## src/rtl/jtag_byte_transmitter.sv

```systemverilog
// LSB-first serializer for driving a captured word onto TDO during Shift-DR.
// Loads on the first enabled edge, presents one bit per enabled edge, then parks in DONE until reset.
module jtag_byte_transmitter #(
   parameter int WIDTH = 32
) (
   input  logic             clk_tck,
   input  logic             reset_n,
   input  logic             enable,
   input  logic [WIDTH-1:0] in,
   output logic             out,
   output logic             done
);

   // state | meaning
   // IDLE  | waiting for first enabled edge; out=0
   // SHIFT | presenting shreg[count-1] on out
   // DONE  | all bits presented; out=0, done=1 until reset
   typedef enum logic [1:0] {
      IDLE  = 2'd0,
      SHIFT = 2'd1,
      DONE  = 2'd2
   } state_t;

   localparam int CW = $clog2(WIDTH + 1);
   localparam logic [CW-1:0] WIDTH_C = CW'(WIDTH);

   state_t           state, state_nxt;
   logic [WIDTH-1:0] shreg, shreg_nxt;
   logic [WIDTH-1:0] shifted;
   logic [CW-1:0]    count, count_nxt;
   logic             out_nxt;
   logic             done_nxt;

   assign shifted = shreg >> count;

   always_ff @(posedge clk_tck or negedge reset_n) begin
      if (!reset_n) begin
         state <= IDLE;
         shreg <= '0;
         count <= '0;
         out   <= 1'b0;
         done  <= 1'b0;
      end else begin
         state <= state_nxt;
         shreg <= shreg_nxt;
         count <= count_nxt;
         out   <= out_nxt;
         done  <= done_nxt;
      end
   end

   always_comb begin
      state_nxt = state;
      if (enable) begin
         case (state)
            IDLE:    state_nxt = SHIFT;
            SHIFT:   if (count == WIDTH_C) state_nxt = DONE;
            DONE:    state_nxt = DONE;
            default: state_nxt = IDLE;
         endcase
      end
   end

   // With enable low everything holds, so a paused shift resumes on the same bit.
   always_comb begin
      shreg_nxt = shreg;
      count_nxt = count;
      out_nxt   = out;
      done_nxt  = done;
      if (enable) begin
         case (state)
            IDLE: begin
               shreg_nxt = in;
               out_nxt   = in[0];
               count_nxt = CW'(1);
            end
            SHIFT: begin
               if (count == WIDTH_C) begin
                  out_nxt  = 1'b0;
                  done_nxt = 1'b1;
               end else begin
                  out_nxt   = shifted[0];
                  count_nxt = count + CW'(1);
               end
            end
            DONE: begin
               out_nxt  = 1'b0;
               done_nxt = 1'b1;
            end
            default: begin
               out_nxt  = 1'b0;
               done_nxt = 1'b0;
            end
         endcase
      end
   end

endmodule

```

## config.mk

```make
export PLATFORM = sky130hd
export DESIGN_NAME = jtag_byte_transmitter
export DESIGN_NICKNAME = d
export VERILOG_FILES = /design/src/rtl/jtag_byte_transmitter.sv
export SDC_FILE = /design/constraint.sdc
export NUM_CORES = 1
export LEC_CHECK = 0
export ABC_AREA = 0
export BUFFER_PORTS_ARGS = -buffer_cell sky130_fd_sc_hd__buf_2
export CAP_MARGIN = 20
export CORE_MARGIN = 1.5
export CORE_UTILIZATION = 59
export CTS_CLUSTER_SIZE = 10
export DETAILED_ROUTE_END_ITERATION = 8
export GPL_ROUTABILITY_DRIVEN = 0
export PLACE_DENSITY = 0.95
export SLEW_MARGIN = 5
export SYNTH_ARGS = -nofsm -noshare
export SYNTH_HDL_FRONTEND = slang
export SYNTH_SLANG_ARGS = --single-unit
```

## constraint.sdc

```tcl
create_clock -name clk_tck -period 5.46 [get_ports clk_tck]
set_clock_uncertainty 0.2 [all_clocks]
set_input_delay 1.365 -clock clk_tck [delete_from_list [all_inputs] [get_ports clk_tck]]
set_output_delay 1.365 -clock clk_tck [all_outputs]
set_load 0.05 [all_outputs]
```

Word-level counts from Yosys, hierarchy flattened
Index checks and enable logic that the tools add are counted.
{"block": "word_totals", "inputBits": 35, "out_inout_bits": 2, "register_bits": 42, "wordCells": 27}
{"block": "classes", "bitwise_logic": 1, "add_sub_neg": 1, "shifts": 1, "mux": 8, "reduce_logical": 6, "eq_ne": 5}
{"operator": "$shr 32x6->1", "count": 1}
{"operator": "$pmux 6 s2", "count": 1}
{"operator": "$add 6x1->6 const B", "count": 1}
{"operator": "$eq 6x6->1 const B", "count": 1}
{"operator": "$mux 6", "count": 1}
{"operator": "$pmux 2 s3", "count": 1}
{"operator": "$reduce_and 3->1", "count": 2}
{"operator": "$ne 2x2->1 const B", "count": 2}
{"operator": "$reduce_and 2->1", "count": 2}
{"operator": "$pmux 1 s3", "count": 1}
{"operator": "$eq 2x1->1 const B", "count": 1}
{"operator": "$eq 2x2->1 const B", "count": 1}
{"operator": "$logic_not 2->1", "count": 1}
{"operator": "$mux 1", "count": 2}
{"operator": "$mux 2", "count": 1}
{"operator": "$pmux 1 s2", "count": 1}
{"operator": "$reduce_bool 2->1", "count": 1}
{"operator": "$not 1->1", "count": 1}

Longest topological paths before layout
Gate-level depths: netlist (run 1).
{"block": "logic_depth", "ltp_word": 3, "ltp_mapped": 8, "depth_no_buf": 7}

Least setup slack after synthesis (run 1)
Ideal clock, no wire load.
{"block": "synth_timing", "path_type": "input to register", "startpoint": "in enable", "endpoint": "reg shreg[10]", "arrival_time_ps": 2407, "path_stages": 4, "path_buffers": 2, "required_ps": 5135, "slack_ps": 2728, "setup_time_ps": 125, "cell_sequence": "clkbuf_1 -> nand2_1 -> buf_1 -> mux2_2"}
{"block": "synth_via", "elab_chain_cells": 1}
{"item": "start: declaration", "line_no": "8", "text": "input logic enable,"}
{"item": "$reduce_and 2->1 (no line)"}
{"item": "end signal: assignment", "line_no": "45", "text": "shreg <= shreg_nxt;"}
{"item": "end: declaration", "line_no": "28", "text": "logic [WIDTH-1:0] shreg, shreg_nxt;"}
No other way between the ends.
A chain may end at the register's enable or synchronous reset.

Worst setup path in the final report (run 1)
{"block": "layout_timing", "startpoint": "reg done", "endpoint": "out done"}
{"item": "start: declaration", "line_no": "11", "text": "output logic done"}
{"item": "start signal: assignment", "line_no": "48", "text": "done <= done_nxt;"}
No word-level cell between the ends.

==> impl_metrics.toml, run 1 <==
[yosys]
synth_common_cells = "dfrtp_1, mux2_2, mux2i_1"
yosysMostFrequentCell = "dfrtp_1"
yosys_warnings = 0
ys.flop_type = "dfrtp_1"
synthTopCellsByArea = "dfrtp_1, mux2_2, mux2i_1"
synth_cell_types = 32
synthArstFlopShare_pct = 100
yosysTopAreaCellShare_pct = 50.4
avgSynthCellArea_um2 = 13.9
yosys.area.top_type = "dfrtp_1"
synth.cell_area_um2 = 2080
seq_area_frac_synth_pct = 50.4
ys_ff_latch = 42
synth_cells = 150
synthesis.nets = 189
synth_edf_count = 0

[setup_path]
max_stage_delay_ps = 360
crit_required_ps = 3890
critPathBufInv = 1
crit_chain = "buf_2"
cp_max_fo = 2
r2r_start = "count[1]$_DFFE_PN0P_"
r2r_cells = 4
setup.worst_path.end_class = "primary output"
cp_top_family = "flip-flops"
cp-startpoint = "done$_DFFE_PN0P_"
worst-path-stages = 1
crit_slowest_cell = "dfrtp_1"
arrival_ps = 970
crit_type = "reg2out"
critPathLaunchType = "flip-flop"

[sta]
fmax_ghz = 0.395
fin_tns_setup_ps = 0
finalWorstSetupSlack_ps = 2930
period_share_pct = 46.4
period_needed_ps = 2530
relSlewSlack_pct = 41.2
worst_pin_slew_ps = 882
rsz0062_at_grt = "no"
final-setup-viol-count = 0
drv_slew = 0
final-hold-violation-count = 0

[power]
ir_drop_v = 0.000257
pwr_density_cell_nw_per_um2 = 519
power_leakage_nw = 1.04

[floorplan]
std_cell_rows = 21
die_x_um = 62.4
core_area_um2 = 3360
num_io_pins = 37
initial_core_util_pct = 62.0
dieArea_um2 = 3900
die_h_um = 62.4

[route]
routed_via_density = 5.68
dr.pass1.iters = 4
finalWirelength_um = 3670
drc = 0
drtIter0Drc = 102
drtAntennaViolNets = 0
avgRoutedWirePerCell_um = 15.9
dr_total_vias = 1313

[final_layout]
fill_cells = 250
final_nets = 223
fin_cells = 231
finish.utilization_pct = 68.9
drive_gt1_share_pct = 46.5
diodes = 0
area_delta_synth_final_pct = 11.2
fin_area_um2 = 2320

[cts]
cts_tree = "built"
numCtsBuffers = 5
clock_path_buffers = 2
post_cts_resized = 0
insertion_delay_ps = 350
h-tree-depth = 2
cts_hold_buf = 0
clkSinkCount = 42
cts_setup_buffers = 0
clkTransAtPathRegs_ps = 120
cts_root_buf = "clkbuf_4"

[placement]
io_buffers = 36
place_area_um2 = 2250
hpwl_um = 2690
dp.cells = 223
place_ws_ps = 2760

[global_routing]
antenna_found_initial = 0
grtUsageTotal_pct = 21.5
grt_pass1_wl_um = 6460
overflow = 0
grt_max_degree = 43
grt_pass1_vias = 1439

[worst_hold_path]
hold_depth = 1
hp-start = "shreg[2]$_DFFE_PN0P_"
min_path_type = "reg2reg"

[job]
cap_violations = 0

[outcome]
status = "complete, no violations"
[worst reg2reg max path, stage by stage (launching register included)]
cell and delay (ps):
dfrtp_1 800, mux4_1 620, nor3b_1 180, a2111oi_4 340
o21ai_1 90
[per-stage QoR]
| stage | power, mW | hold WS (ps) |
|---|---|---|
| 2_1_floorplan | 0.954 | 270 |
| 3_3_place_gp | 1.01 | 281 |
| 3_5_place_dp | 1.05 | 290 |
| 4_1_cts | 1.21 | 318 |
| 5_1_grt | 1.28 | 330 |
| 6_report | 1.20 | 316 |
[power by group]
group	internal [mW]	total (mW)	switching, mW
Sequential	0.456	0.572	0.116
Combinational	0.281	0.470	0.189
Clock	0.0619	0.161	0.0992
Total	0.799	1.20	0.404
[registers in the layout, summed over array words and instances (netlist names)]
name / count
state: 2
shreg: 32
done: 1
count: 6
out: 1
[layer usage]
metal,track usage (%),vias up,part of all wire (%)
met3,4.32,14,4.3
li1,-,613,-
met4,11.9,0,3.2
met2,35.5,33,53
met5,0,-,0
met1,26.6,653,40
[cell type report]
| class | instances | area, µm² | area share [%] |
|---|---|---|---|
| Clock buffer | 6 | 51.3 | 2.21 |
| Clock inverter | 2 | 12.5 | 0.540 |
| Inverter | 5 | 18.8 | 0.810 |
| Multi-Input combinational cell | 93 | 938 | 40.5 |
| Sequential cell | 42 | 1050 | 45.4 |
| Tap cell | 46 | 57.6 | 2.48 |
| Timing Repair Buffer | 37 | 188 | 8.10 |
[placed cells by master (no fill, tap or decap), drive strengths merged, types with 2 or more instances in the layout]
cell type	instances
buf	37
mux4	6
mux2	36
nand3	4
dfrtp	42
nor2	6
clkbuf	6
inv	5
a22o	3
ha	4
nand2	6
o21ai	5
nand2b	2
mux2i	8
[worst paths after layout]
check                                        endpoint  slack [ps]
worst max register to register        out$_DFFE_PN0P_        3120
worst min register to register   shreg[2]$_DFFE_PN0P_         320
max in group asynchronous        state[1]$_DFFE_PN0P_        3590
worst min-delay path             shreg[2]$_DFFE_PN0P_         320
worst max-delay path                             done        2930
min in group asynchronous       shreg[22]$_DFFE_PN0P_         920
[kinds of logic (layout without fill, tap and decap cells)]
family | count (synthesis) | count (layout) | share of synthesized area, %
multiplexers | 50 | 50 | 30.5
flip-flops | 42 | 42 | 50.4
AND/OR/NAND/NOR | 23 | 23 | 5.52
buffers and inverters | 15 | 50 | 4.56
AO/OA/AOI/OAI | 14 | 14 | 5.76
adder cells (fa/ha/maj) | 4 | 4 | 2.40
XOR/XNOR | 2 | 2 | 0.840
(Power assumes the default switching activity.)
==> run 2, diff against run 1 <==
Settings changed: CORE_UTILIZATION 59 to 55, PLACE_DENSITY 0.95 to 0.9.
Clock period 5.46 ns to 2.5 ns, I/O delays scaled along.
==> run 2 against run 1 <==
Final area is 3.6% higher. Wire length rose by 5.2%. Sequential share of layout area fell by 1.6 points. Critical path type is now reg2reg. Register-to-register slack worse by 2800 ps. Sequential power is 120% higher. Final cell count up 3.0%. Sequential cell count unchanged. Critical path depth grew 6. Worst hold slack worse by 170 ps. Highest routed layer unchanged.
==> impl_metrics.toml, run 2 (synthesis gave the netlist of run 1 again) <==
[setup_path]
reg2reg_slack_ps = 270
crit_chain = "buf_4, inv_1, ha_1, nand4b_1, a21bo_2, nor2_1, mux2_2"
crit_type = "reg2reg"
setup.worst_path.end_class = "flip-flop"
r2r_cells = 7
critPathLaunchType = "flip-flop"
r2r_start = "count[0]$_DFFE_PN0P_"
rr_endpoint = "done$_DFFE_PN0P_"
critPathBufInv = 2
cp_max_fo = 8
crit_slowest_cell = "dfrtp_1"
cp_top_family = "flip-flops"
crit_required_ps = 2480
max_stage_delay_ps = 430
arrival_ps = 2210

[cts]
insertion_delay_ps = 300
numCtsBuffers = 5
cts_setup_buffers = 0
post_cts_resized = 0
clock_path_buffers = 2
clkTransAtPathRegs_ps = 80
cts_root_buf = "clkbuf_8"
cts_tree = "built"
clkSinkCount = 42
cts_hold_buf = 0
h-tree-depth = 2

[floorplan]
die_h_um = 64.6
num_io_pins = 37
std_cell_rows = 22
core_area_um2 = 3660
initial_core_util_pct = 56.9
die_x_um = 64.6
dieArea_um2 = 4170

[sta]
fin_tns_setup_ps = 0
drv_slew = 0
period_needed_ps = 2230
fmax_ghz = 0.449
finalWorstSetupSlack_ps = 272
final-setup-viol-count = 0
relSlewSlack_pct = 57.7
rsz0062_at_grt = "no"
final-hold-violation-count = 0
period_share_pct = 89.1
worst_pin_slew_ps = 634

[global_routing]
grt_max_degree = 31
grtUsageTotal_pct = 21.0
grt_pass1_wl_um = 6510
overflow = 0
antenna_found_initial = 0
grt_pass1_vias = 1374

[final_layout]
diodes = 0
largest_register_ffs = 32
area_delta_synth_final_pct = 15.1
fill_cells = 250
layout_commonest_cell = "dfrtp_1"
final_nets = 228
max_flop_register = "shreg"
layout_common_cells = "dfrtp_1, buf_2, mux2_2, mux2i_1"
drive_gt1_share_pct = 46.8
reg.largest.list = "shreg (32), count (6), state (2)"

[job]
cap_violations = 0

[route]
drc = 0
drtIter0Drc = 44
avgRoutedWirePerCell_um = 16.2
drtAntennaViolNets = 0
dr.pass1.iters = 4
finalWirelength_um = 3870
routed_via_density = 5.53
dr_total_vias = 1317

[placement]
io_buffers = 36
place_ws_ps = 381
hpwl_um = 2810

[power]
seq_power_share_pct = 43.6
pwr_density_cell_nw_per_um2 = 1180
switching_share_pct = 31.6
clkPwrFrac_pct = 18.2
ir_drop_v = 0.000641
p_switching_mw = 0.893
power_leakage_nw = 1.08
p_total_mw = 2.83
pwr-share-comb_pct = 38.2
p_int_mw = 1.93

[worst_hold_path]
min_path_type = "in2async"

[outcome]
status = "complete, no violations"
[run 2: changes by cell type in the layout (fill, tap and decap cells not counted)]
| cell | delta |
|---|---|
| clkinv_2 | -1 |
| clkbuf_4 | -5 |
| buf_4 | +5 |
| bufinv_16 | +1 |
| clkbuf_1 | +2 |
| clkinvlp_4 | -1 |
| clkbuf_8 | +4 |
[run 2: worst reg2reg max path, delay by kind of cell (launching register included)]
family | cells | cell delay (ps)
mux | 1 | 340
buf+inv | 2 | 320
fa+ha+maj | 1 | 200
simple gates | 2 | 320
flops | 1 | 430
compound gates | 1 | 310
[run 2: power by group through the flow]
stage	logic, mW	registers (mW)	clock network, mW
after floorplan	0.918	1.17	0
after global placement	1.02	1.23	0
after detailed placement	1.07	1.24	0
after CTS	1.09	1.23	0.527
after global routing	1.18	1.27	0.556
final	1.08	1.23	0.515
[run 2: layout make-up]
type	instances	area (µm²)	share of cell area, %
clock inverters	1	30.0	1.25
well taps	48	60.1	2.50
flip-flops and latches	42	1050	43.8
clock buffers	7	76.3	3.18
repair buffers	42	225	9.38
inverters	5	18.8	0.782
multi-input cells	93	938	39.1
[run 2: per-layer routing]
layer,global-route usage [%],vias up,wire (µm)
li1,-,624,-
met1,26.0,649,1600
met2,35.5,38,2020
met3,5.38,6,183
met4,7.71,0,57
met5,0,-,0
[run 2: how the worst max path moves through the flow]
stage | start | slack [ps] | end | cells past startpoint
after CTS | count[0]$_DFFE_PN0P_ | 280 | done$_DFFE_PN0P_ | 7
after detailed placement | count[0]$_DFFE_PN0P_ | 380 | done$_DFFE_PN0P_ | 7
final | count[0]$_DFFE_PN0P_ | 270 | done$_DFFE_PN0P_ | 7
after global placement | count[0]$_DFFE_PN0P_ | 460 | done$_DFFE_PN0P_ | 7
after floorplan | enable | 510 | shreg[10]$_DFFE_PN0P_ | 4
after global routing | count[0]$_DFFE_PN0P_ | 140 | done$_DFFE_PN0P_ | 7
[run 2: stage by stage]
step                      area [µm²]  utilization, %  instances  hold slack [ps]
after floorplan                 2080               -        150              129
after global placement          2290            62.6        230              288
after detailed placement        2290            62.6        230              292
after CTS                       2400            65.6        238              155
after global routing            2400            65.6        238              199
final                           2400            65.6        238              141
